--- config.mk ---
export PLATFORM = sky130hd
export DESIGN_NAME = memory_access_stage_flat
export DESIGN_NICKNAME = d
export VERILOG_FILES = /design/src/rtl/memory_access_stage_pkg.sv /design/src/rtl/memory_access_stage_if.sv /design/src/rtl/memory_access_stage_mem_bus_fsm.sv /design/src/rtl/memory_access_stage.sv /design/src/flat_wrapper.sv
export SDC_FILE = /design/constraint.sdc
export NUM_CORES = 1
export LEC_CHECK = 0
export CORE_MARGIN = 1.5
export CORE_UTILIZATION = 24
export CTS_CLUSTER_DIAMETER = 60
export DETAILED_ROUTE_END_ITERATION = 12
export PLACE_DENSITY = 0.55
export SYNTH_ARGS = -nofsm -noshare
export SYNTH_HDL_FRONTEND = slang
export SYNTH_SLANG_ARGS = --single-unit
--- constraint.sdc ---
create_clock -name clk -period 3.7 [get_ports clk]
set_input_delay 0.37 -clock clk [delete_from_list [all_inputs] [get_ports clk]]
set_output_delay 0.37 -clock clk [all_outputs]
set_load 0.02 [all_outputs]
--- src/rtl/memory_access_stage_pkg.sv ---
// Shared encodings for the M stage: result-source codes, bus FSM state codes
// and the word-alignment helper used to form bus addresses.
package memory_access_stage_pkg;

   localparam logic [1:0] RES_ALU = 2'b00;
   localparam logic [1:0] RES_MEM = 2'b01;
   localparam logic [1:0] RES_PC4 = 2'b10;

   typedef enum logic [1:0] {
      MS_IDLE = 2'd0,
      MS_REQ  = 2'd1,
      MS_WAIT = 2'd2,
      MS_DONE = 2'd3
   } ms_state_t;

   function automatic logic [31:0] word_addr(input logic [31:0] addr);
      return {addr[31:2], 2'b00};
   endfunction

endpackage

--- src/rtl/memory_access_stage_if.sv ---
// Data-bus interface between the M stage (master) and memory (slave).
interface memory_access_stage_if;

   // Request transfers on a rising edge where mem_req_valid & mem_req_ready;
   // valid and the request fields stay stable until then. mem_resp_valid is a
   // one-cycle strobe carrying load data, at the earliest one cycle after accept.
   logic        mem_req_valid;
   logic        mem_req_ready;
   logic        mem_req_we;
   logic [31:0] mem_req_addr;
   logic [31:0] mem_req_wdata;
   logic        mem_resp_valid;
   logic [31:0] mem_resp_rdata;

   modport master (
      output mem_req_valid, mem_req_we, mem_req_addr, mem_req_wdata,
      input  mem_req_ready, mem_resp_valid, mem_resp_rdata
   );

   modport slave (
      input  mem_req_valid, mem_req_we, mem_req_addr, mem_req_wdata,
      output mem_req_ready, mem_resp_valid, mem_resp_rdata
   );

endinterface

--- src/rtl/memory_access_stage_mem_bus_fsm.sv ---
// Bus access sequencer: IDLE/REQ/WAIT/DONE FSM, load data capture and StallM.
// Defining MEM_TIMEOUT_EN adds an abort counter and the sticky mem_err flag.
module mem_bus_fsm
   import memory_access_stage_pkg::*;
#(
   parameter int          TIMEOUT_CYCLES = 64,
   parameter logic [31:0] ERR_RDATA      = 32'hDEADBEEF
) (
   input  logic        clk,
   input  logic        resetn,
   input  logic        acc,
   input  logic        is_store,
   input  logic        req_ready,
   input  logic        resp_valid,
   input  logic [31:0] resp_rdata,
   output logic        req_valid,
   output logic        stall,
   output logic [31:0] rdata_q,
   output logic        mem_err,
   output ms_state_t   state
);

`ifdef MEM_TIMEOUT_EN
   localparam int CNT_W = $clog2(TIMEOUT_CYCLES + 1);

   logic [CNT_W-1:0] cnt;
   logic             timeout;

   // >= rather than == so a load accepted on the last allowed cycle still aborts
   assign timeout = (cnt >= CNT_W'(TIMEOUT_CYCLES - 1));
`else
   localparam logic [31:0] unused_cfg = ERR_RDATA ^ 32'(TIMEOUT_CYCLES);

   assign mem_err = 1'b0;
`endif

   always_ff @(posedge clk or negedge resetn) begin
      if (!resetn) begin
         state   <= MS_IDLE;
         rdata_q <= '0;
`ifdef MEM_TIMEOUT_EN
         cnt     <= '0;
         mem_err <= 1'b0;
`endif
      end else begin
`ifdef MEM_TIMEOUT_EN
         cnt <= (state == MS_REQ || state == MS_WAIT) ? cnt + 1'b1 : '0;
`endif
         case (state)
            MS_IDLE: if (acc) state <= MS_REQ;
            MS_REQ: begin
               if (req_ready) state <= is_store ? MS_DONE : MS_WAIT;
`ifdef MEM_TIMEOUT_EN
               else if (timeout) begin
                  state   <= MS_DONE;
                  rdata_q <= ERR_RDATA;
                  mem_err <= 1'b1;
               end
`endif
            end
            MS_WAIT: begin
               if (resp_valid) begin
                  rdata_q <= resp_rdata;
                  state   <= MS_DONE;
               end
`ifdef MEM_TIMEOUT_EN
               else if (timeout) begin
                  state   <= MS_DONE;
                  rdata_q <= ERR_RDATA;
                  mem_err <= 1'b1;
               end
`endif
            end
            MS_DONE: state <= MS_IDLE;
            default: state <= MS_IDLE;
         endcase
      end
   end

   assign req_valid = (state == MS_REQ);

   // resetn gates the stall so the front end is released the moment reset asserts
   assign stall = resetn & acc & (state != MS_DONE);

endmodule

--- src/rtl/memory_access_stage.sv ---
// RV32 pipeline M stage: word loads/stores over the data bus, M->W register
// and ResultW mux. Optional bus timeout abort: define MEM_TIMEOUT_EN.
module memory_access_stage
   import memory_access_stage_pkg::*;
#(
   parameter int          TIMEOUT_CYCLES = 64,
   parameter logic [31:0] ERR_RDATA      = 32'hDEADBEEF
) (
   input  logic                  clk,
   input  logic                  resetn,
   input  logic                  RegWriteM,
   input  logic [1:0]            ResultSrcM,
   input  logic                  MemWriteM,
   input  logic [31:0]           ALUResultM,
   input  logic [31:0]           WriteDataM,
   input  logic [4:0]            RdM,
   input  logic [31:0]           PCPlus4M,
   output logic                  StallM,
   memory_access_stage_if.master bus,
   output logic                  mem_err,
   output logic                  RegWriteW,
   output logic [1:0]            ResultSrcW,
   output logic [31:0]           ALUResultW,
   output logic [31:0]           ReadDataW,
   output logic [4:0]            RdW,
   output logic [31:0]           PCPlus4W,
   output logic [31:0]           ResultW,
   output ms_state_t             dbg_state
);

   logic        acc;
   logic        is_load;
   logic [31:0] rdata_q;

   // A store with ResultSrcM==01 is still a store; it never returns load data
   assign is_load = (ResultSrcM == RES_MEM) & ~MemWriteM;
   assign acc     = MemWriteM | (ResultSrcM == RES_MEM);

   assign bus.mem_req_we    = MemWriteM;
   assign bus.mem_req_addr  = word_addr(ALUResultM);
   assign bus.mem_req_wdata = WriteDataM;

   mem_bus_fsm #(
      .TIMEOUT_CYCLES (TIMEOUT_CYCLES),
      .ERR_RDATA      (ERR_RDATA)
   ) u_fsm (
      .clk        (clk),
      .resetn     (resetn),
      .acc        (acc),
      .is_store   (MemWriteM),
      .req_ready  (bus.mem_req_ready),
      .resp_valid (bus.mem_resp_valid),
      .resp_rdata (bus.mem_resp_rdata),
      .req_valid  (bus.mem_req_valid),
      .stall      (StallM),
      .rdata_q    (rdata_q),
      .mem_err    (mem_err),
      .state      (dbg_state)
   );

   // Held while stalled so W-stage forwarding stays valid for the frozen E instruction
   always_ff @(posedge clk or negedge resetn) begin
      if (!resetn) begin
         RegWriteW  <= 1'b0;
         ResultSrcW <= RES_ALU;
         ALUResultW <= '0;
         ReadDataW  <= '0;
         RdW        <= '0;
         PCPlus4W   <= '0;
      end else if (!StallM) begin
         RegWriteW  <= RegWriteM;
         ResultSrcW <= ResultSrcM;
         ALUResultW <= ALUResultM;
         ReadDataW  <= is_load ? rdata_q : '0;
         RdW        <= RdM;
         PCPlus4W   <= PCPlus4M;
      end
   end

   always_comb begin
      ResultW = '0;
      case (ResultSrcW)
         RES_ALU: ResultW = ALUResultW;
         RES_MEM: ResultW = ReadDataW;
         RES_PC4: ResultW = PCPlus4W;
         default: ResultW = '0;
      endcase
   end

endmodule

--- src/flat_wrapper.sv ---
// flat-port wrapper written by rule: the top's interface ports become plain ports
module memory_access_stage_flat import memory_access_stage_pkg::*;
#(
   parameter int          TIMEOUT_CYCLES = 64,
   parameter logic [31:0] ERR_RDATA      = 32'hDEADBEEF
)
  (clk, resetn, RegWriteM, ResultSrcM, MemWriteM, ALUResultM, WriteDataM, RdM, PCPlus4M, StallM, mem_err, RegWriteW, ResultSrcW, ALUResultW, ReadDataW, RdW, PCPlus4W, ResultW, dbg_state, bus_mem_req_valid, bus_mem_req_we, bus_mem_req_addr, bus_mem_req_wdata, bus_mem_req_ready, bus_mem_resp_valid, bus_mem_resp_rdata);
  memory_access_stage_if bus_i ();
  input  logic clk;
  input  logic resetn;
  input  logic RegWriteM;
  input  logic [1:0] ResultSrcM;
  input  logic MemWriteM;
  input  logic [31:0] ALUResultM;
  input  logic [31:0] WriteDataM;
  input  logic [4:0] RdM;
  input  logic [31:0] PCPlus4M;
  output logic StallM;
  output logic mem_err;
  output logic RegWriteW;
  output logic [1:0] ResultSrcW;
  output logic [31:0] ALUResultW;
  output logic [31:0] ReadDataW;
  output logic [4:0] RdW;
  output logic [31:0] PCPlus4W;
  output logic [31:0] ResultW;
  output ms_state_t dbg_state;
  output wire logic [$bits(bus_i.mem_req_valid)-1:0] bus_mem_req_valid;
  output wire logic [$bits(bus_i.mem_req_we)-1:0] bus_mem_req_we;
  output wire logic [$bits(bus_i.mem_req_addr)-1:0] bus_mem_req_addr;
  output wire logic [$bits(bus_i.mem_req_wdata)-1:0] bus_mem_req_wdata;
  input wire logic [$bits(bus_i.mem_req_ready)-1:0] bus_mem_req_ready;
  input wire logic [$bits(bus_i.mem_resp_valid)-1:0] bus_mem_resp_valid;
  input wire logic [$bits(bus_i.mem_resp_rdata)-1:0] bus_mem_resp_rdata;
  assign bus_mem_req_valid = bus_i.mem_req_valid;
  assign bus_mem_req_we = bus_i.mem_req_we;
  assign bus_mem_req_addr = bus_i.mem_req_addr;
  assign bus_mem_req_wdata = bus_i.mem_req_wdata;
  assign bus_i.mem_req_ready = bus_mem_req_ready;
  assign bus_i.mem_resp_valid = bus_mem_resp_valid;
  assign bus_i.mem_resp_rdata = bus_mem_resp_rdata;
  memory_access_stage #(.TIMEOUT_CYCLES(TIMEOUT_CYCLES), .ERR_RDATA(ERR_RDATA)) u_core (.clk(clk), .resetn(resetn), .RegWriteM(RegWriteM), .ResultSrcM(ResultSrcM), .MemWriteM(MemWriteM), .ALUResultM(ALUResultM), .WriteDataM(WriteDataM), .RdM(RdM), .PCPlus4M(PCPlus4M), .StallM(StallM), .bus(bus_i), .mem_err(mem_err), .RegWriteW(RegWriteW), .ResultSrcW(ResultSrcW), .ALUResultW(ALUResultW), .ReadDataW(ReadDataW), .RdW(RdW), .PCPlus4W(PCPlus4W), .ResultW(ResultW), .dbg_state(dbg_state));
endmodule
Yosys cells after proc, flatten, opt, wreduce, memory -nomap -nowiden. Cells that the tools add are included.

Register bits after elaboration: 138. Input bits: 141. Output and inout bits: 206.

Reduce and logical (&&, ||, !) cells: 4. Bitwise gates (word level): 5. Mux-type cells: 7. Eq/ne operators: 10.

Operators by type and width (number): one-hot mux 32 bit (3 select lines) (1); two-way mux 32 bit (1); one-hot mux 2 bit (4 select lines) (1); == test 2 x 1 -> 1 bit, second input constant (3); == test 2 bit, second input constant (3); two-way mux 2 bit (3); inequality test 2 bit, second input constant (3); logical NOT 2 bit (2); bitwise AND 1 bit (3); AND reduction 3 bit (1); inequality test 2 x 1 -> 1 bit, second input constant (1); AND reduction 2 bit (1); two-way mux 1 bit (1); inverter 1 bit (1); OR 1 bit (1).

Depth between registers and ports, before layout. Gate-level depths: netlist of run 1.

Depth in word-level cells: 4. Depth in mapped cells: 6.

By module. Synthesis of run 1 repeated with hierarchy kept, for this count alone.

Cells, all modules: 494. Area total of the unflattened synthesis: 6876.6 µm².

Modules (own cells, without submodules): memory_access_stage (cells an instance 405, area each 5335.1 µm², instances 1); mem_bus_fsm (cells an instance 89, area each 1541.5 µm², instances 1).

Worst setup path after synthesis of run 1. No wires, ideal clock.

Path type: register -> output. From: register u_core.ResultSrcW[1]. To: output ResultW[24]. Data arrival time: 1.496 ns. Setup slack: 1.834 ns. Required time: 3.330 ns. Stages on the path, launching flop included: 5. Path through: dfrtp_1 > buf_2 > buf_2 > mux2i_1 > o21ai_0.

Longest elaborated chain between the ends: 2. Elaborated cells between the ends (all ways): 4.

Ends and longest elaborated chain: start: declaration (RTL line memory_access_stage.sv:22) `output logic [1:0] ResultSrcW,`; start signal: assignment (RTL line memory_access_stage.sv:72) `ResultSrcW <= ResultSrcM;`; == test 2 bit, or another cell as far along (RTL line memory_access_stage.sv:82) `case (ResultSrcW)`; one-hot mux 32 bit (3 select lines) (*) (RTL line memory_access_stage.sv:82); end: declaration (RTL line flat_wrapper.sv:26) `output logic [31:0] ResultW;`.

Mark *: on every way between the ends. The rest lies on a longest branch, timed or not.

Worst setup path after layout of run 1.
From: register u_core.ResultSrcW[1]. To: output ResultW[27].

Same word-level chain as after synthesis.

==> results of run 1 <==
[stage by stage]
stage	hold slack (ps)	std cells	total power, mW
floorplan	74.41	553	3.457
global placement	285.9	1118	4.403
detailed placement	281.6	1118	4.422
CTS	389.2	1151	6.177
global route	409.7	1151	6.408
finish	399.4	1152	6.059
[final timing paths]
kind,slack (ps),end
setup / recovery,760,ResultW[27]
hold / removal,400,u_core.ALUResultW[0]
setup reg to reg,1700,u_core.PCPlus4W[18]
hold reg to reg,500,u_core.u_fsm.rdata_q[21]
max in group asynchronous,2220,u_core.ResultSrcW[1]
min in group clk,500,u_core.u_fsm.rdata_q[21]
[final cells by class]
type                    instances  area (um^2)  area share, %
diodes                          1        2.502        0.02510
multi-input cells             285         2456          24.64
clock inverters                11        107.6          1.079
inverters                      36        135.1          1.356
flip-flops and latches        138         3455          34.66
clock buffers                  21        470.5          4.719
well taps                     372        465.4          4.669
repair buffers                288         2877          28.86
[logic make-up (layout without fill, tap and decap cells)]
| kind of cell | Yosys count | in the layout | synth area share, % |
|---|---|---|---|
| fa+ha+maj | 4 | 4 | 0.7509 |
| flops | 138 | 138 | 51.81 |
| buf+inv | 130 | 356 | 11.81 |
| mux | 169 | 169 | 28.20 |
| compound gates | 36 | 36 | 2.947 |
| simple gates | 73 | 73 | 4.430 |
| other cells | 1 | 4 | 0.05626 |
[sequential cells by signal, summed over array words and instances (netlist names)]
signal,count
u_core.ALUResultW,32
u_core.ResultSrcW,2
u_core.u_fsm.state,2
u_core.u_fsm.rdata_q,32
u_core.RegWriteW,1
u_core.RdW,5
u_core.ReadDataW,32
u_core.PCPlus4W,32
[cell usage after synthesis, types with 2 or more instances]
library cell and instances:
dfrtp_1 138, mux2_2 88, buf_4 69, nand2_1 66
mux2i_1 64, inv_1 36, o21ai_0 32, mux2_4 15
buf_2 14, clkbuf_1 8, ha_1 4, buf_6 3
nor2b_1 3, mux2_1 2, nand2b_1 2
[power groups by stage]
stage	clock network [mW]	logic [mW]	registers, mW
2_1_floorplan	0	1.10	2.35
3_3_place_gp	0	2.21	2.20
6_report	1.70	2.19	2.17
4_1_cts	1.77	2.23	2.18
5_1_grt	1.84	2.34	2.23
3_5_place_dp	0	2.22	2.20
[routing by layer]
metal  vias to the layer above  track usage (%)
met5                         -                0
met4                         2            4.810
met3                        26            4.734
met2                       192            23.49
met1                      2289            17.09
li1                       2214                -
[worst max-delay path, stage by stage (launching register included)]
cell and delay (ps):
dfrtp_2 640, buf_4 500, mux2i_1 180, o21ai_0 170, clkdlybuf4s50_1 640
==> results.md, run 1 <==
* Layout cell share with drive strength beyond 1 at 19.00%
* Pin count of the biggest net entering global routing at roughly 110
* Most common cell after layout, fill and taps aside: clkdlybuf4s50_1
* H-tree depth at 4
* Post-place setup slack at 1137 ps
* Clk_skew at 15.57 ps
* Detailed Route WL at 20150 um
* Pwr dens at 607.9 nW/um^2
* # setup viols final at 0
* Detailed-route DRC error count at 0
* Max Root-Sink Buffers at 2
* Warnings from Yosys at 0
* Num ports at 347
* WL/cell at 17.49 um
* Maximum VDD drop at between 0.0002 and 0.0003 V
* # fillers at 2734
* Setup Crit Path Kind: reg -> out
* Total CTS buffers at 17
* Register share of total power at a little over a third
* Post-synth top area share at 51.81%
* Fin nets at 911
* Initial Util at 24.59%
* Post-synthesis sequential area ratio at 51.81%
* Hold_buf cts at 1
* Int Power at 4.039 mW
* # Post-CTS Setup Buffers at 0
* R2R cell count at 5
* Routed Antenna Nets at 0
* P_leak at 4.254 nW
* Syn Area/Cell at 12.10 um^2
* GP Congestion at 0.7038
* Top sig layer: met5
* Vias per cell at between 4 and 5
* RSZ-0062 raised after global routing: no
* Drt initial violations at 121
* Most frequent cells in the layout: clkdlybuf4s50_1 (278), dfrtp_1 (137), mux2_2 (88)
* Crit. Startpoint: u_core.ResultSrcW[1]
* Fmax at 0.3403 GHz
* Syn-to-layout area delta at 49.56%
* CTS clock-pin slew for the worst setup and hold paths at 70 ps
* Clock sinks at approximately 140
* Startpoint Class: flip-flop
* Die Footprint at 28780 um^2
* Synth async-reset ratio at 100.0%
* Post-Syn Area at 6665 um^2
* Post-route cell area at 9968 um^2
* Worst Path Arrival at 2570 ps
* Seq cells post-synth at 138
* Drt pass-1 iters at 4
* Std cell rows at 60
* Worst Setup End Kind: primary output
* Tmin final at 2939 ps
* Fin. max-slew vios at 0
* Post-synth cell types at 22
* Number of max-cap violations at 0
* Number of gates resized after cts at 0
* Total grt overflow at 0
* Clock power frac at between 20% and 30%
* Top_reg_cell synth: dfrtp_1
* Max_slew headroom at between 30 and 40%
* Die W at roughly 170 um
* Number of flops mapped to enable cells by yosys at 0
* Setup TNS at 0 ps
* Switching power at about 2.0 mW
* Worst-Margin Slew at 902.4 ps
* Hold Violations, Final at 0
* First-pass GRT wire length at 30190 um
* Combinational group share of total power at 36.2%
* Die Y at between 150 and 200 um
* Metal2 WL at 9640 um
* Root Driver: clkbuf_16
* Met3 wire len at 1536 um
* Worst EP required at about 3300 ps
* DP Area at between 9000 and 10000 um^2
* Number of global-route vias before repair at approximately 5000
* GR Util All Layers at 14.14%
* Initial antenna violation count at 2
* I/O Buffers at 279
* Synth top area cells: dfrtp_1 (52%), mux2_2 (15%), mux2i_1 (9.6%)
* Via Count at 4723
* Fin util at 36.78%
* Clock Latency Late Sink at around 420 ps
* Status: finished, final reports clean
* Cells after Synth at 551
* Critical path fanouts, max at 22
* Core area at roughly 27000 um^2
* RR Startpoint: u_core.u_fsm.state[0]
* CTS tree: done
* Switching share of total power at approximately 33%
* Final WS setup at 761.1 ps
* Final worst-path cycle share at just under 80%
* Synth area leader: dfrtp_1
* Routed met1 length at 8587 um
* Worst Hold Class: in -> async
* DP Wirelength at 14160 um
Note: power is estimated with default switching activity, not from simulation.
==> run 2, diff against run 1 <==
- clock period: 3.7 -> 2.9 ns (I/O delays scaled with it)
==> run 2 against run 1 <==
Compared with the run above: count of clock-buffer cells in the layout is 3 lower; critical path depth grew 1; die area stayed put; power rose by 32%; worst hold slack gained 44 ps; critical path type unchanged.
==> results.md, run 2 (synthesized netlist as in run 1, its figures left out) <==
* Startpoint Class: flip-flop
* Post-route cell area at 10070 um^2 (+1.0%)
* Switching power at 2.613 mW (+29%)
* Setup Crit Path Kind: reg -> out
* Number of max-cap violations at 0 (unchanged)
* H-tree depth at 4 (unchanged)
* Max Root-Sink Buffers at 2 (unchanged)
* Clk_skew at 11.14 ps (-4.429 ps)
* DP Area at 9410 um^2 (+0.35%)
* Most frequent cells in the layout: clkdlybuf4s50_1 (278), dfrtp_1 (137), mux2_2 (88)
* Number of gates resized after cts at 0 (unchanged)
* Setup TNS at 0 ps (unchanged)
* Worst-Margin Slew at 839.7 ps (-62.69 ps)
* # setup viols final at 0 (unchanged)
* Pwr dens at 794.7 nW/um^2 (+31%)
* WL/cell at 17.53 um (+0.24%)
* First-pass GRT wire length at 30610 um (+1.4%)
* Status: finished, final reports clean
* RSZ-0062 raised after global routing: no
* CTS tree: done
* Fin. max-slew vios at 0 (unchanged)
* Syn-to-layout area delta at 51.10%
* FF/Latch Area at 3455 um^2 (unchanged)
* Switching share of total power at 32.65% (-0.70 points)
* Number of global-route vias before repair at 4959 (+0.57%)
* Tmin final at 2681 ps
* I/O Buffers at 279 (unchanged)
* Die W at 169.6 um (unchanged)
* Drt initial violations at 221 (+83%)
* GP Congestion at 0.7155 (+1.7%)
* Total CTS buffers at 17 (unchanged)
* Most common cell after layout, fill and taps aside: clkdlybuf4s50_1
* Core area at 27100 um^2 (unchanged)
* Total grt overflow at 0 (unchanged)
* Detailed-route DRC error count at 0 (unchanged)
* Worst Path Arrival at 2390 ps (-180 ps)
* Multi-input logic area at 2456 um^2 (unchanged)
* Clock power frac at 30.2% (+2.1 points)
* Worst Hold Class: in -> async
* Die Y at 169.6 um (unchanged)
* Layout cell share with drive strength beyond 1 at 19.23% (+0.23 points)
* Register share of total power at 34.5% (-1.2 points)
* Int Power at 5.390 mW (+33%)
* CTS clock-pin slew for the worst setup and hold paths at 60 ps (about the same)
* Final worst-path cycle share at 92.45%
* Std cell rows at 60 (unchanged)
* Worst EP required at 2610 ps (-720 ps)
* Combinational group share of total power at 35.2% (-1.0 points)
* Routed Antenna Nets at 0 (unchanged)
* Vias per cell at 4.119 (+0.46%)
* Final WS setup at 218.8 ps (-542.3 ps)
* Clock sinks at 138 (unchanged)
* # fillers at 2687 (-1.7%)
* Maximum VDD drop at 0.0002901 V (+1.2%)
* Fmax at around 0.37 GHz
* Detailed Route WL at 20220 um (+0.32%)
* DP Wirelength at 14070 um (-0.68%)
* Drt pass-1 iters at 4 (unchanged)
* Critical path fanouts, max at 23 (+4.5%)
* Hold Violations, Final at 0 (unchanged)
* Fin nets at 912 (+0.11%)
* Initial antenna violation count at 2 (unchanged)
* Via Count at 4749 (+0.55%)
* Root Driver: clkbuf_16
* Clock Latency Late Sink at 420 ps (about the same)
* GR Util All Layers at 14.30% (+0.16 points)
* Initial Util at 24.59% (unchanged)
* Max_slew headroom at 44.02% (+4.4 points)
* P_leak at 4.299 nW (+1.1%)
* Post-place setup slack at 569.5 ps (-567.6 ps)
* # Post-CTS Setup Buffers at 0 (unchanged)
* Pin count of the biggest net entering global routing at 105 (unchanged)
* Die Footprint at 28780 um^2 (unchanged)
* Worst Setup End Kind: primary output
* Fin util at 37.16% (+0.38 points)
* Num ports at 347 (unchanged)
[run 2: cell count changes in the layout (fill, tap and decap cells not counted), sizes merged]
| cell | before | now |
|---|---|---|
| buf | 9 | 10 |
| bufinv | 1 | 4 |
| clkbuf | 21 | 18 |
| clkinvlp | 2 | 1 |
| inv | 41 | 42 |
[run 2: worst max-delay path, cell delays in order, from the launching register on]
cell	delay, ps
dfrtp_2	560
nor2b_4	360
buf_12	230
nand2_1	60
o21ai_0	90
clkdlybuf4s50_1	640
[run 2: metrics by stage]
stage	power [mW]	instances	hold slack [ps]
3_3_place_gp	5.643	1119	313.6
6_report	8.003	1153	443.5
3_5_place_dp	5.659	1119	310.7
4_1_cts	8.157	1152	445.0
5_1_grt	8.451	1152	452.3
2_1_floorplan	4.411	553	-5.591
[run 2: routing by layer]
layer / wire length [um] / global-route usage (%) / share of wire (%) / vias up
met5: 11 / 0 / 0.054 / -
met4: 537 / 5.387 / 2.7 / 2
met3: 1539 / 5.131 / 7.6 / 38
met2: 9789 / 23.50 / 48 / 198
met1: 8339 / 17.09 / 41 / 2302
li1: - / - / - / 2209
[run 2: repair_timing]
item	4_1_cts	5_1_grt
endpoints found under the hold margin	20	0
hold buffers	1	0
setup endpoints to repair	0	0
[run 2: power by group through the flow]
stage                     sequential (mW)  combinational, mW  clock, mW
after CTS                            2.77               2.87       2.52
after global placement               2.79               2.85          0
after floorplan                      3.00               1.41          0
after detailed placement             2.80               2.86          0
final                                2.76               2.82       2.42
after global routing                 2.84               3.01       2.60
[run 2: area by class of cell]
cell class	count	area share (%)
Sequential cell	138	34.30
Timing Repair Buffer	289	28.89
Multi-Input combinational cell	285	24.39
Tap cell	372	4.622
Clock buffer	18	4.361
Clock inverter	14	2.075
Inverter	36	1.342
Antenna cell	1	0.02485
[run 2: final timing paths]
check	startpoint	to	slack (ps)	cells past startpoint
hold reg to reg	u_core.u_fsm.rdata_q[18]	u_core.u_fsm.rdata_q[18]	500	1
min in group clk	PCPlus4M[3]	u_core.PCPlus4W[3]	480	2
setup reg to reg	u_core.u_fsm.state[0]	u_core.PCPlus4W[19]	940	5
max in group asynchronous	resetn	u_core.ReadDataW[14]	1310	4
hold / removal	resetn	u_core.PCPlus4W[2]	440	3
setup / recovery	u_core.ResultSrcW[1]	ResultW[13]	220	5
==> run 3, diff against run 2 <==
- CORE_ASPECT_RATIO: not set -> 0.8
- HOLD_SLACK_MARGIN: not set -> 0.15
==> run 3 against run 2 <==
Compared with the run above: setup slack improved by 37 ps; die area about the same; combinational power about the same; design area decreased by 0.55%; utilization decreased by 0.47 points.
==> results.md, run 3 (synthesized netlist as in run 1, its figures left out) <==
* Status: finished, final reports clean
* Fin. max-slew vios at 0 (unchanged)
* WL/cell at 17.24 um (-1.7%)
* Post-Layout Cell Count at 1145 (-0.69%)
* Drt pass-1 iters at 4 (unchanged)
* CTS clock-pin slew for the worst setup and hold paths at 60 ps (about the same)
* M3 GR Usage at 3.904% (-1.2 points)
* Combinational group share of total power at 36.4% (+1.2 points)
* # setup viols final at 0 (unchanged)
* Detailed-route DRC error count at 0 (unchanged)
* Total CTS buffers at 17 (unchanged)
* Vias per cell at 4.129 (+0.25%)
* Worst path max stage delay at 660 ps (+20 ps)
* Initial Util at 24.42% (-0.18 points)
* First-pass GRT wire length at 30190 um (-1.4%)
* GRT busiest layer: met2
* Max Root-Sink Buffers at 2 (unchanged)
* Routed Antenna Nets at 0 (unchanged)
* Drt initial violations at 119 (-46%)
* Global Route met1 Usage at 18.49% (+1.4 points)
* Tmin final at 2644 ps (-37.35 ps)
* Worst EP required at 2610 ps (about the same)
* Number of max-cap violations at 0 (unchanged)
* Total inserted antenna cells at 0 (-1)
* Clk_skew at 6.858 ps (-4.279 ps)
* Detailed Route WL at 19740 um (-2.4%)
* Layout cell share with drive strength beyond 1 at 19.33% (+0.10 points)
* P_leak at 4.272 nW (-0.63%)
* Max_slew headroom at 48.79% (+4.8 points)
* Slowest-stage cell, CP: dfrtp_2
* Pwr dens at 775.7 nW/um^2 (-2.4%)
* Maximum VDD drop at 0.0004461 V (+54%)
* Num ports at 347 (unchanged)
* Worst Path Arrival at 2350 ps (-40 ps)
* Die Footprint at 28790 um^2 (about the same)
* Std cell rows at 54 (-10%)
* Worst-Margin Slew at 768.2 ps (-71.48 ps)
* Die Y at 152.1 um (-10%)
* CTS tree: done
* Critical path fanouts, max at 24 (+4.3%)
* Fin nets at 913 (+0.11%)
* Total grt overflow at 0 (unchanged)
* Worst Setup End Kind: primary output
* Switching power at 2.603 mW (-0.36%)
* Number of global-route vias before repair at 4897 (-1.3%)
* GP Congestion at 0.7747 (+8.3%)
* Hold_buf cts at 1 (unchanged)
* Startpoint Class: flip-flop
* Core area at 27300 um^2 (+0.72%)
* Via Count at 4728 (-0.44%)
* Clock Latency Late Sink at 410 ps (about the same)
* Most common cell after layout, fill and taps aside: clkdlybuf4s50_1
* GR Util All Layers at 13.90% (-0.41 points)
* Clock sinks at 138 (unchanged)
* Met2 Track Usage GR at 21.53% (-2.0 points)
* # Post-CTS Setup Buffers at 0 (unchanged)
* Setup Crit Path Kind: reg -> out
* Final worst-path cycle share at 91.17% (-1.3 points)
* Syn-to-layout area delta at 50.27%
* DP Cell Count at 1112 (-0.63%)
* Switching share of total power at 33.51% (+0.86 points)
* Number of gates resized after cts at 0 (unchanged)
* Setup TNS at 0 ps (unchanged)
* H-tree depth at 4 (unchanged)
* Fmax at 0.3782 GHz (+1.4%)
* Fin util at 36.69% (-0.47 points)
* Register share of total power at 35.5% (+1.0 points)
* RSZ-0062 raised after global routing: no
* Hold Violations, Final at 0 (unchanged)
* Pin count of the biggest net entering global routing at 139 (+32%)
* Initial antenna violation count at 0 (-2)
* DP Wirelength at 13690 um (-2.7%)
* Clock power frac at 28.1% (-2.1 points)
* Int Power at 5.166 mW (-4.2%)
* I/O Buffers at 279 (unchanged)
* Worst path cell trace: buf_12, mux2i_1, o21ai_0, clkdlybuf4s50_1
* Root Driver: clkbuf_16
* Most frequent cells in the layout: clkdlybuf4s50_1 (278), dfrtp_1 (137), mux2_2 (88)
* Worst Hold Class: in -> reg
* Die W at 189.3 um (+12%)
==> run 3: changes by cell type in the layout (fill, tap and decap cells not counted) <==
cell / before / now
bufinv_16: 4 / 1
clkinvlp_4: 1 / 4
buf_12: 3 / 4
clkbuf_8: 1 / 2
inv_6: 5 / 6
diode_2: 1 / 0
clkinv_4: 3 / 1
==> run 3: worst paths after layout <==
| path | end | slack, ps | start | cells past startpoint |
|---|---|---|---|---|
| worst max register to register | u_core.u_fsm.rdata_q[15] | 1080 | u_core.u_fsm.state[0] | 5 |
| worst min register to register | u_core.RdW[3] | 500 | u_core.RdW[3] | 1 |
| worst max-delay path | ResultW[6] | 260 | u_core.ResultSrcW[1] | 4 |
| max in group asynchronous | u_core.u_fsm.rdata_q[15] | 1730 | resetn | 3 |
| worst min-delay path | u_core.PCPlus4W[3] | 480 | PCPlus4M[3] | 2 |
| min in group asynchronous | u_core.u_fsm.state[0] | 590 | resetn | 3 |
==> run 3: layout make-up <==
type	count	area, um^2
clock buffer	19	452.9
clock inverter	13	132.6
fill	2727	17280
inverter	36	135.1
multi-input combinational	285	2456
sequential	138	3455
tap	364	455.4
timing repair buffer	290	2929
==> run 3: worst max-delay path: cells and delay by family (launching register included) <==
kind / cells / cell delay [ps]
buffers and inverters: 2 / 860
flip-flops: 1 / 660
multiplexers: 1 / 290
AO/OA/AOI/OAI: 1 / 100
==> run 3: through the flow <==
step | worst slack, ps | hold slack (ps) | instance area (um^2) | total power [mW]
2_1_floorplan | 1114 | -5.591 | 6673 | 4.411
3_3_place_gp | 660.3 | 489.1 | 9420 | 5.640
3_5_place_dp | 651.1 | 492.7 | 9420 | 5.668
4_1_cts | 197.7 | 460.0 | 10020 | 7.917
5_1_grt | 125.6 | 454.4 | 10020 | 8.209
6_report | 256.2 | 482.6 | 10020 | 7.769
==> run 3: metal layers <==
layer  vias up  share of wire [%]
met2       168                 45
li1       2216                  -
met5         -                  0
met4         0                2.0
met1      2317                 47
met3        27                6.2
==> run 3: power by group through the flow <==
stage	logic, mW	registers (mW)	clock network [mW]
finish	2.83	2.76	2.18
floorplan	1.41	3.00	0
detailed placement	2.87	2.80	0
CTS	2.88	2.77	2.27
global placement	2.85	2.79	0
global route	3.01	2.84	2.36
